$ cat src/rtl/seven_segment_capture.sv
// seven_segment_capture: samples a multiplexed, active-low seven-segment bus,
// qualifies each digit pattern for stability, decodes it back to a hex nibble
// and assembles complete multi-digit frames.
//
//   state   | meaning
//   --------+---------------------------------------------------------------
//   COLLECT | gathering qualified digits into the shadow registers
//   EMIT    | one cycle: frame just published, frame_valid high
module seven_segment_capture #(
  parameter int NUM_DIGITS    = 4,
  parameter int STABLE_CYCLES = 3
) (
  input  logic                    clk,
  input  logic                    resetn,
  input  logic                    sample_en,
  input  logic [NUM_DIGITS-1:0]   digit_sel,
  input  logic [6:0]              seven,
  input  logic                    error_clr,
  output logic [4*NUM_DIGITS-1:0] value,
  output logic [NUM_DIGITS-1:0]   blank_mask,
  output logic                    frame_valid,
  output logic                    pattern_error
);

  localparam logic [0:0] ST_COLLECT = 1'b0;
  localparam logic [0:0] ST_EMIT    = 1'b1;
  localparam logic [7:0] STABLE_TC  = 8'(STABLE_CYCLES);

  logic [0:0]              state;
  logic [NUM_DIGITS-1:0]   last_sel;
  logic [6:0]              last_seg;
  logic [7:0]              stab_cnt;
  logic [4*NUM_DIGITS-1:0] shadow_val;
  logic [NUM_DIGITS-1:0]   shadow_blank;
  logic [NUM_DIGITS-1:0]   cap_mask;
  logic [NUM_DIGITS-1:0]   mask_base;

  logic       sel_onehot;
  logic       accepted;
  logic       same;
  logic       qualify;
  logic       emit;
  logic [5:0] dec;
  logic       d_ok;
  logic       d_blank;
  logic [3:0] d_nib;

  // Returns {valid, blank, nibble}; blank decodes as valid with nibble 0.
  function automatic logic [5:0] decode(input logic [6:0] s);
    logic [5:0] r;
    r = 6'b00_0000;
    case (s)
      7'b1000000: r = {2'b10, 4'h0};
      7'b1111001: r = {2'b10, 4'h1};
      7'b0100100: r = {2'b10, 4'h2};
      7'b0110000: r = {2'b10, 4'h3};
      7'b0011001: r = {2'b10, 4'h4};
      7'b0010010: r = {2'b10, 4'h5};
      7'b0000010: r = {2'b10, 4'h6};
      7'b1111000: r = {2'b10, 4'h7};
      7'b0000000: r = {2'b10, 4'h8};
      7'b0010000: r = {2'b10, 4'h9};
      7'b0001000: r = {2'b10, 4'hA};
      7'b0000011: r = {2'b10, 4'hB};
      7'b1000110: r = {2'b10, 4'hC};
      7'b0100001: r = {2'b10, 4'hD};
      7'b0000110: r = {2'b10, 4'hE};
      7'b0001110: r = {2'b10, 4'hF};
      7'b1111111: r = {2'b11, 4'h0};
      default:    r = 6'b00_0000;
    endcase
    return r;
  endfunction

  // Sample acceptance, run-length qualification and pattern decode.
  always_comb begin
    sel_onehot = $onehot(digit_sel);
    accepted   = sample_en && sel_onehot;
    same       = (digit_sel == last_sel) && (seven == last_seg);
    qualify    = 1'b0;
    if (accepted) begin
      if (same)
        qualify = (stab_cnt != STABLE_TC) && ((stab_cnt + 8'd1) == STABLE_TC);
      else
        qualify = (STABLE_TC == 8'd1);
    end
    dec       = decode(seven);
    d_ok      = dec[5];
    d_blank   = dec[4];
    d_nib     = dec[3:0];
    emit      = (state == ST_COLLECT) && (&cap_mask);
    // Emission clears the mask first so a same-edge qualification seeds the next frame.
    mask_base = emit ? '0 : cap_mask;
  end

  // Stability counter and last-sample registers.
  always_ff @(posedge clk or negedge resetn) begin
    if (!resetn) begin
      last_sel <= '0;
      last_seg <= '0;
      stab_cnt <= '0;
    end else if (sample_en) begin
      if (!sel_onehot) begin
        stab_cnt <= '0;
      end else if (same) begin
        if (stab_cnt != STABLE_TC)
          stab_cnt <= stab_cnt + 8'd1;
      end else begin
        last_sel <= digit_sel;
        last_seg <= seven;
        stab_cnt <= 8'd1;
      end
    end
  end

  // Shadow registers and captured-digit mask.
  always_ff @(posedge clk or negedge resetn) begin
    if (!resetn) begin
      shadow_val   <= '0;
      shadow_blank <= '0;
      cap_mask     <= '0;
    end else if (qualify && d_ok) begin
      cap_mask <= mask_base | digit_sel;
      for (int i = 0; i < NUM_DIGITS; i++) begin
        if (digit_sel[i]) begin
          shadow_val[4*i +: 4] <= d_nib;
          shadow_blank[i]      <= d_blank;
        end
      end
    end else if (qualify) begin
      cap_mask <= '0;
    end else begin
      cap_mask <= mask_base;
    end
  end

  // Frame FSM and published outputs.
  always_ff @(posedge clk or negedge resetn) begin
    if (!resetn) begin
      state       <= ST_COLLECT;
      value       <= '0;
      blank_mask  <= '0;
      frame_valid <= 1'b0;
    end else begin
      frame_valid <= 1'b0;
      case (state)
        ST_COLLECT: begin
          if (emit) begin
            state       <= ST_EMIT;
            value       <= shadow_val;
            blank_mask  <= shadow_blank;
            frame_valid <= 1'b1;
          end
        end
        default: state <= ST_COLLECT;
      endcase
    end
  end

  // Sticky error flag; a new invalid qualification wins over a clear.
  always_ff @(posedge clk or negedge resetn) begin
    if (!resetn)
      pattern_error <= 1'b0;
    else if (qualify && !d_ok)
      pattern_error <= 1'b1;
    else if (error_clr)
      pattern_error <= 1'b0;
  end

endmodule

$ cat config.mk
export PLATFORM = sky130hd
export DESIGN_NAME = seven_segment_capture
export DESIGN_NICKNAME = d
export VERILOG_FILES = /design/src/rtl/seven_segment_capture.sv
export SDC_FILE = /design/constraint.sdc
export NUM_CORES = 1
export LEC_CHECK = 0
export BUFFER_PORTS_ARGS = -buffer_cell sky130_fd_sc_hd__clkbuf_2
export CELL_PAD_IN_SITES_DETAIL_PLACEMENT = 0
export CELL_PAD_IN_SITES_GLOBAL_PLACEMENT = 1
export CORE_MARGIN = 5
export CORE_UTILIZATION = 44
export DETAILED_ROUTE_END_ITERATION = 7
export PLACE_DENSITY = 0.73
export SYNTH_ARGS = -nofsm -noshare
export SYNTH_HDL_FRONTEND = slang
export SYNTH_SLANG_ARGS = --single-unit
$ cat constraint.sdc
create_clock -name clk -period 2.68 [get_ports clk]
set_input_delay 0.268 -clock clk [delete_from_list [all_inputs] [get_ports clk]]
set_output_delay 0.268 -clock clk [all_outputs]
set_load 0.02 [all_outputs]
## Word level (Yosys, flattened, before mapping)

Cells that the tools add are included.
Widths: inputs -> output; s select.

| word-level totals | value |
|---|---|
| bits in registers | 65 |
| bits of input ports | 15 |
| output and inout bits | 22 |
| logic and storage cells | 75 |

| operators by class | value |
|---|---|
| add/subtract/negate cells | 4 |
| equality and inequality tests | 22 |
| multiplexer cells | 13 |
| bitwise gates (word level) | 3 |
| reductions and logical operators | 17 |

Operators by type and width:

| cell | number |
|---|---|
| $pmux 6 s17 | 1 |
| $eq 7x7->1 const B | 5 |
| $mux 8 | 3 |
| $eq 7x5->1 const B | 3 |
| $eq 7x6->1 const B | 3 |
| $eq 7x2->1 const B | 2 |
| $eq 7x4->1 const B | 2 |
| $mux 4 | 3 |
| $reduce_and 2->1 | 6 |
| $add 8x1->8 const B | 1 |
| $eq 8x2->1 const B | 1 |
| $ne 8x2->1 const B | 1 |
| $eq 7x3->1 const B | 1 |
| $eq 7x7->1 | 1 |
| $logic_not 7->1 | 1 |
| $logic_and 1x1->1 | 6 |
| $mux 1 | 6 |
| $add 1x1->2 | 2 |
| $eq 4x4->1 | 1 |
| $or 4x4->4 | 1 |
| $reduce_and 4->1 | 1 |
| $add 2x2->3 | 1 |
| $eq 3x1->1 const B | 1 |
| $ne 3x2->1 const B | 1 |
| other kinds (4) | 5 |

## Longest topological paths before layout

Gate-level depths: netlist of run 1.

| logic depth | value |
|---|---|
| depth in word-level cells | 7 |
| mapped depth | 11 |
| gate-level depth less buffers | 11 |

## Least setup slack after synthesis of run 1

No wires, ideal clock.

| timing | value |
|---|---|
| kind | in2reg |
| start | input digit_sel[0] |
| end | register shadow_blank[0] |
| library setup time | 0.128 ns |
| data arrival time | 2.945 ns |
| required time | 2.552 ns |
| setup slack | -0.393 ns |
| cell stages on the path | 11 |
| buffers on the path | 0 |
| path through | inv_1 -> fa_1 -> inv_1 -> ha_1 -> ha_1 -> and4bb_2 -> a21boi_1 -> nand4_4 -> nor4_4 -> nand3_2 -> mux2_1 |

| between the ends | value |
|---|---|
| longest elaborated chain between the ends | 7 |
| elaborated cells between the ends (all ways) | 10 |
| those cells by class | add/sub (2); eq/ne (2); mux (2); reduce/logical (4) |

RTL lines:

| what | line | RTL |
|---|---|---|
| start: declaration | 16 | `input logic [NUM_DIGITS-1:0] digit_sel,` |
| $add 1x1->2 (implied by the code) | 77 | `sel_onehot = $onehot(digit_sel);` |
| $add 2x2->3 (implied by the code) | 77 |  |
| $eq 3x1->1 | 77 |  |
| $logic_and 1x1->1 | 78 | `accepted = sample_en && sel_onehot;` |
| $mux 1 | 81 | `if (accepted) begin` |
| $logic_and 1x1->1 | 122 | `end else if (qualify && d_ok) begin` |
| $reduce_and 2->1 (no source line) (*) | n/a |  |
| end signal: indexed assignment | 127 | `shadow_blank[i] <= d_blank;` |
| end: declaration | 34 | `logic [NUM_DIGITS-1:0] shadow_blank;` |

Mark *: on every way between the ends. The rest lies on a longest branch, timed or not.
A chain may end at the register's enable or synchronous reset.

## Worst setup path after layout of run 1

| timing | value |
|---|---|
| start | input digit_sel[0] |
| end | register shadow_val[15] |

| between the ends | value |
|---|---|
| longest elaborated chain between the ends | 7 |
| elaborated cells between the ends (all ways) | 10 |
| those cells by class | add/sub (2); eq/ne (2); mux (2); reduce/logical (4) |

RTL lines:

| what | line | RTL |
|---|---|---|
| $add 1x1->2 (implied by the code) | 77 |  |
| $add 2x2->3 (implied by the code) | 77 |  |
| $eq 3x1->1 | 77 |  |
| $logic_and 1x1->1 | 78 |  |
| $mux 1 (*) | 81 |  |
| $logic_and 1x1->1 (*) | 122 |  |
| $reduce_and 2->1 (no source line) (*) | n/a |  |
| end signal: indexed assignment | 126 | `shadow_val[4*i +: 4] <= d_nib;` |
| end: declaration | 33 | `logic [4*NUM_DIGITS-1:0] shadow_val;` |

Marked as above.

==> impl_metrics.ini, run 1 <==
[clock_tree]
clock_latency_ps = 340
cts_made_buffers = 9
htree_levels = 3
cts_max_path_buffers = 2
cts_tree = built
cts_root_buffer = clkbuf_8
cts_sinks = 65
path_clk_slew_ps = 70

[power_and_ir_drop]
ir_drop_uv = 331
p_leak_nw = 2.04
powerDensity_mw_per_mm2 = 564
p_total_w = 0.00231

[critical_path]
cp.arrival_ps = 2810
crit_type = primary input to register
endpoint = shadow_val[15]
r2r_setup_slack_ps = 370
r2r_end = shadow_val[15]
r2r-start = stab_cnt[1]
cp-startpoint = digit_sel[0]
startpoint_type = primary input
cp.required_ps = 2910
critPathMaxFanout = 5
cp-end-kind = register
reg2regPathDepth = 9

[routing]
vias_per_cell = 5.15
antenna_left = 0
drtPass1Iterations = 5
drc = 0
drt_first_iter_violations = 78
wl_per_cell_um = 14.2
wirelength_um = 6950
via_count = 2519

[worst_hold_path]
min_path_type = primary input to register

[sta]
maxSlewViolCount = 0
period_share = 0.966
setup_viol = 0
hold_violations = 0
fmax_mhz = 386
rsz0062_at_grt = no
skew_ps = 7.76
slew-limit-headroom = 0.513
fin_crit_ps = 2590
worst_slew_pin_slew_ps = 712

[place]
hpwlAfterDp_um = 4930
placed_cell_area_mm2 = 0.00378
gp_congestion = 0.860
port_buffers = 36

[global_route]
antenna_found_initial = 0
grt_pass1_vias = 2423
grt_start_max_net_pins = 62
grt_pass1_wl_um = 11800
grt_overflow = 0
grtUsageTotal = 0.153

[die]
initial_utilization = 0.455
dieArea_mm2 = 0.00938
die_h_um = 96.9
io_pins = 37
fp.dieW_um = 96.9
core_area_mm2 = 0.00729
rows = 31

[yosys]
syn_area_mm2 = 0.00332
synth_edf_count = 0
syn-instance-count = 334
synth_compound_area_frac = 0.0882
syn-num-nets = 354
synth_mux_area_frac = 0.0882
avgSynthCellArea_um2 = 9.94
ys_seq_elements = 65
synth_top_family_by_area = simple AND/OR/NAND/NOR gates
ys_warn_count = 0
synth-xor-area-share = 0.0366
synth_flop_cell = dfrtp_1
yosysUniqueCellTypes = 50
yosysSeqAreaShare = 0.490
synthSimpleGateAreaFrac = 0.240
synthAdderAreaFrac = 0.0211
synthArstFlopShare = 1.00

[status]
outcome = finished, final reports clean

[layout]
final_area_mm2 = 0.00411
final_common_cell = nand2_1
nets = 405
final_cell_mix = 81 x nand2_1, 65 x dfrtp_1, 33 x clkbuf_2
fillCellCount = 690
fin_util = 0.563
syn_to_final_growth_pct = 23.7
drive_above_1_share = 0.308
num_antenna_cells = 0

[job]
max_cap_viol_count = 0
registers in the layout, indices dropped and copies added (netlist names):
name	count
blank_mask	4
cap_mask	4
last_seg	7
last_sel	4
pattern_error	1
shadow_blank	4
shadow_val	16
stab_cnt	8
state	1
value	16
metal layers:
metal,routed length [µm],GRT usage,share of wire,up-vias
met5,0,0,0,-
met4,106,0.0562,0.015,0
met3,317,0.0410,0.046,10
met2,3220,0.237,0.46,58
met1,3310,0.207,0.48,1185
li1,-,-,-,1266
final cells by class:
cell class / count / area, µm² / share of cell area
Multi-Input combinational cell: 241 / 1730 / 0.421
Sequential cell: 65 / 1630 / 0.396
Timing Repair Buffer: 57 / 379 / 0.0923
Clock buffer: 11 / 141 / 0.0344
Tap cell: 99 / 124 / 0.0302
Clock inverter: 5 / 55.1 / 0.0134
Inverter: 11 / 51.3 / 0.0125
synthesized netlist by cell type, types with 5 or more instances:
cell type	instances	area share
nor2_1	14	0.016
mux2_1	20	0.068
nand2_1	81	0.092
nand2b_1	5	0.0094
dfrtp_1	65	0.49
inv_1	11	0.012
nor4_1	5	0.0094
a22oi_1	5	0.011
nand3_2	5	0.015
xor2_1	11	0.029
clkbuf_1	12	0.014
nand3_1	8	0.012
mux2_2	6	0.020
o21ai_0	22	0.033
report_power, final:
part | switching, W | internal (W)
combinational | 0.000205 | 0.000162
clock | 0.000380 | 0.000452
sequential | 0.0000547 | 0.00106
total | 0.000640 | 0.00167
cells by family (layout without fill, tap and decap cells):
family,count (synthesis),count (layout)
AOI/OAI and AO/OA,47,47
xor gates and xnor gates,13,13
adders and majority gates,5,5
buffers and inverters,28,84
DFF,65,65
muxes,26,26
and+or+nand+nor,150,150
critical path, cell delays in order:
cell and delay [ps]:
buf_8 80, inv_4 30, fa_1 540, inv_2 50, ha_4 150, ha_4 200
and4bb_2 290, a21boi_4 200, nand4_4 130, nor4_4 240, buf_6 180, nand3_4 130
mux2_4 330
repair_timing:
item / 4_1_cts / 5_1_grt
endpoints found under the setup margin: 25 / 25
gates resized for setup: 8 / 16
hold endpoints to repair: 4 / 0
hold buffers: 1 / 0
pin swaps: 2 / 7
buffers inserted: 1 / 2
worst min-delay path by stage:
stage	start	to	cells after the start
finish	error_clr	pattern_error	2
global route	error_clr	pattern_error	2
CTS	error_clr	pattern_error	2
detailed placement	resetn	value[6]	1
global placement	resetn	value[6]	1
floorplan	resetn	blank_mask[0]	0
stage by stage:
stage / hold slack, ps / setup WS (ps) / setup TNS [ps] / std cells
after floorplan: -27.6 / -386 / -7490 / 334
after global placement: 103 / -418 / -9990 / 469
after detailed placement: 105 / -477 / -10920 / 469
after CTS: 93.9 / 6.95 / 0 / 487
after global routing: 106 / 1.26 / 0 / 489
final: 111 / 91.5 / 0 / 489
Note: power is estimated with default switching activity, not from simulation.
==> run 2: changes to the inputs <==
==> constraint.sdc (replaced) <==
create_clock -name clk -period 2.9 [get_ports clk]
set_input_delay 0.29 -clock clk [delete_from_list [all_inputs] [get_ports clk]]
set_output_delay 0.29 -clock clk [all_outputs]
set_load 0.02 [all_outputs]
==> run 2 against run 1 <==
  * Critical path depth is the same
  * Final area shrank 3.8%
  * Sequential cell count stayed put
  * Clock power fell by 7.9%
  * Die area stayed put
==> impl_metrics.ini, run 2 (same netlist as run 1, synthesis figures left out) <==
[global_route]
grt_pass1_vias = 2353
antenna_found_initial = 0
grt_start_max_net_pins = 36
grt_pass1_wl_um = 11900
grtUsageTotal = 0.155
grt_overflow = 0

[sta]
maxSlewViolCount = 0
fmax_mhz = 356
rsz0062_at_grt = no
fin_setup_tns_ps = 0
fin_crit_ps = 2810
worst_slew_pin_slew_ps = 835
period_share = 0.970
setup_viol = 0
skew_ps = 9.81
worst_slack_ps = 88.2
slew-limit-headroom = 0.443
hold_violations = 0

[place]
dp_slack_ps = -268
hpwlAfterDp_um = 4890
dpl.cell_count = 466
placed_cell_area_mm2 = 0.00375
port_buffers = 36
gp_congestion = 0.824

[layout]
final_cell_mix = 81 x nand2_1, 65 x dfrtp_1, 36 x clkbuf_2
syn_to_final_growth_pct = 18.9
top_regs = shadow_val x16, value x16, stab_cnt x8
final_common_cell = nand2_1
final_area_mm2 = 0.00395
num_antenna_cells = 0
drive_above_1_share = 0.274
nets = 398
final_cells = 482

[routing]
drt_first_iter_violations = 78
drtPass1Iterations = 4
antenna_left = 0
wl_met1_um = 3450
route.met2.wl_um = 3030
wl_met3_um = 236
top_layer = met4
wl_per_cell_um = 14.1
drc = 0
wirelength_um = 6810
via_count = 2477
vias_per_cell = 5.14

[clock_tree]
cts_tree = built
cts_setup_buffers = 0
cts_made_buffers = 9
path_clk_slew_ps = 70
cts_sinks = 65
clock_latency_ps = 340
cts_root_buffer = clkbuf_8
cts_max_path_buffers = 2
htree_levels = 3

[die]
io_pins = 37
die_h_um = 96.9
initial_utilization = 0.455
rows = 31
core_area_mm2 = 0.00729
dieArea_mm2 = 0.00938
fp.dieW_um = 96.9

[critical_path]
critPathMaxFanout = 8
path_buf_inv = 4
cp.arrival_ps = 3030
worstPathCellList = clkbuf_2, inv_8, fa_1, inv_1, ha_2, ha_4, and4bb_2, a21boi_4, nand4_4, nor4_4, buf_4, nand3_2, mux2_1
startpoint_type = primary input
cp-end-kind = register
crit_type = primary input to register
slowest_delay_ps = 520
cp.required_ps = 3120
crit_family = adder cells
slowest_stage = fa_1

[worst_hold_path]
min_path_type = primary input to asynchronous set/reset pin

[power_and_ir_drop]
ir_drop_uv = 416
powerDensity_mw_per_mm2 = 535
p_total_w = 0.00211
p_leak_nw = 1.98

[status]
outcome = finished, final reports clean

[job]
max_cap_viol_count = 0
## run 2: cell types whose count changed in the layout (fill, tap and decap cells not counted), sizes merged
cell and delta:
buf -9, clkinv +2, clkbuf +1, clkinvlp -1
dlygate4sd3 -1, inv +1
## run 2: metal layers
layer	global-route usage	vias to the layer above
li1	-	1247
met1	0.218	1180
met2	0.230	41
met3	0.0360	9
met4	0.0648	0
met5	0	-
## run 2: area by class of cell
type | count | area [µm²]
timing repair buffer | 50 | 298
sequential | 65 | 1630
multi-input combinational | 241 | 1660
clock inverter | 7 | 70.1
inverter | 11 | 48.8
fill | 706 | 3340
clock buffer | 9 | 124
tap | 99 | 124
## run 2: power breakdown
| part | switching (W) | total [W] | internal, W |
|---|---|---|---|
| registers | 0.0000503 | 0.00103 | 0.000980 |
| logic | 0.000180 | 0.000316 | 0.000137 |
| clock network | 0.000369 | 0.000766 | 0.000397 |
| total | 0.000599 | 0.00211 | 0.00151 |
## run 2: timing repair
action	in CTS	in global routing
hold buffers	0	0
setup endpoints to repair	0	2
gates resized for setup	0	1
## run 2: worst paths after layout
kind / start / to / slack (ps) / cells past startpoint
setup / recovery: digit_sel[3] / shadow_val[7] / 90 / 13
hold / removal: resetn / blank_mask[1] / 40 / 1
setup reg to reg: stab_cnt[1] / shadow_val[7] / 510 / 9
hold reg to reg: shadow_val[5] / value[5] / 470 / 2
max in group asynchronous: resetn / shadow_val[14] / 2200 / 2
min in group clk: error_clr / pattern_error / 130 / 2
## run 2: through the flow
stage | util | hold WS [ps]
after floorplan | - | -5.59
after global placement | 0.514 | 414
after detailed placement | 0.514 | 437
after CTS | 0.541 | 62.4
after global routing | 0.541 | 116
final | 0.541 | 38.4
## run 2: worst reg2reg max path, cell delays in order, from the launching register on
cell and delay (ps):
dfrtp_1 430, ha_1 270, nor4b_1 170, buf_4 160
a21boi_4 160, nand4_4 130, nor4_4 220, buf_4 200
nand3_2 170, mux2_1 360
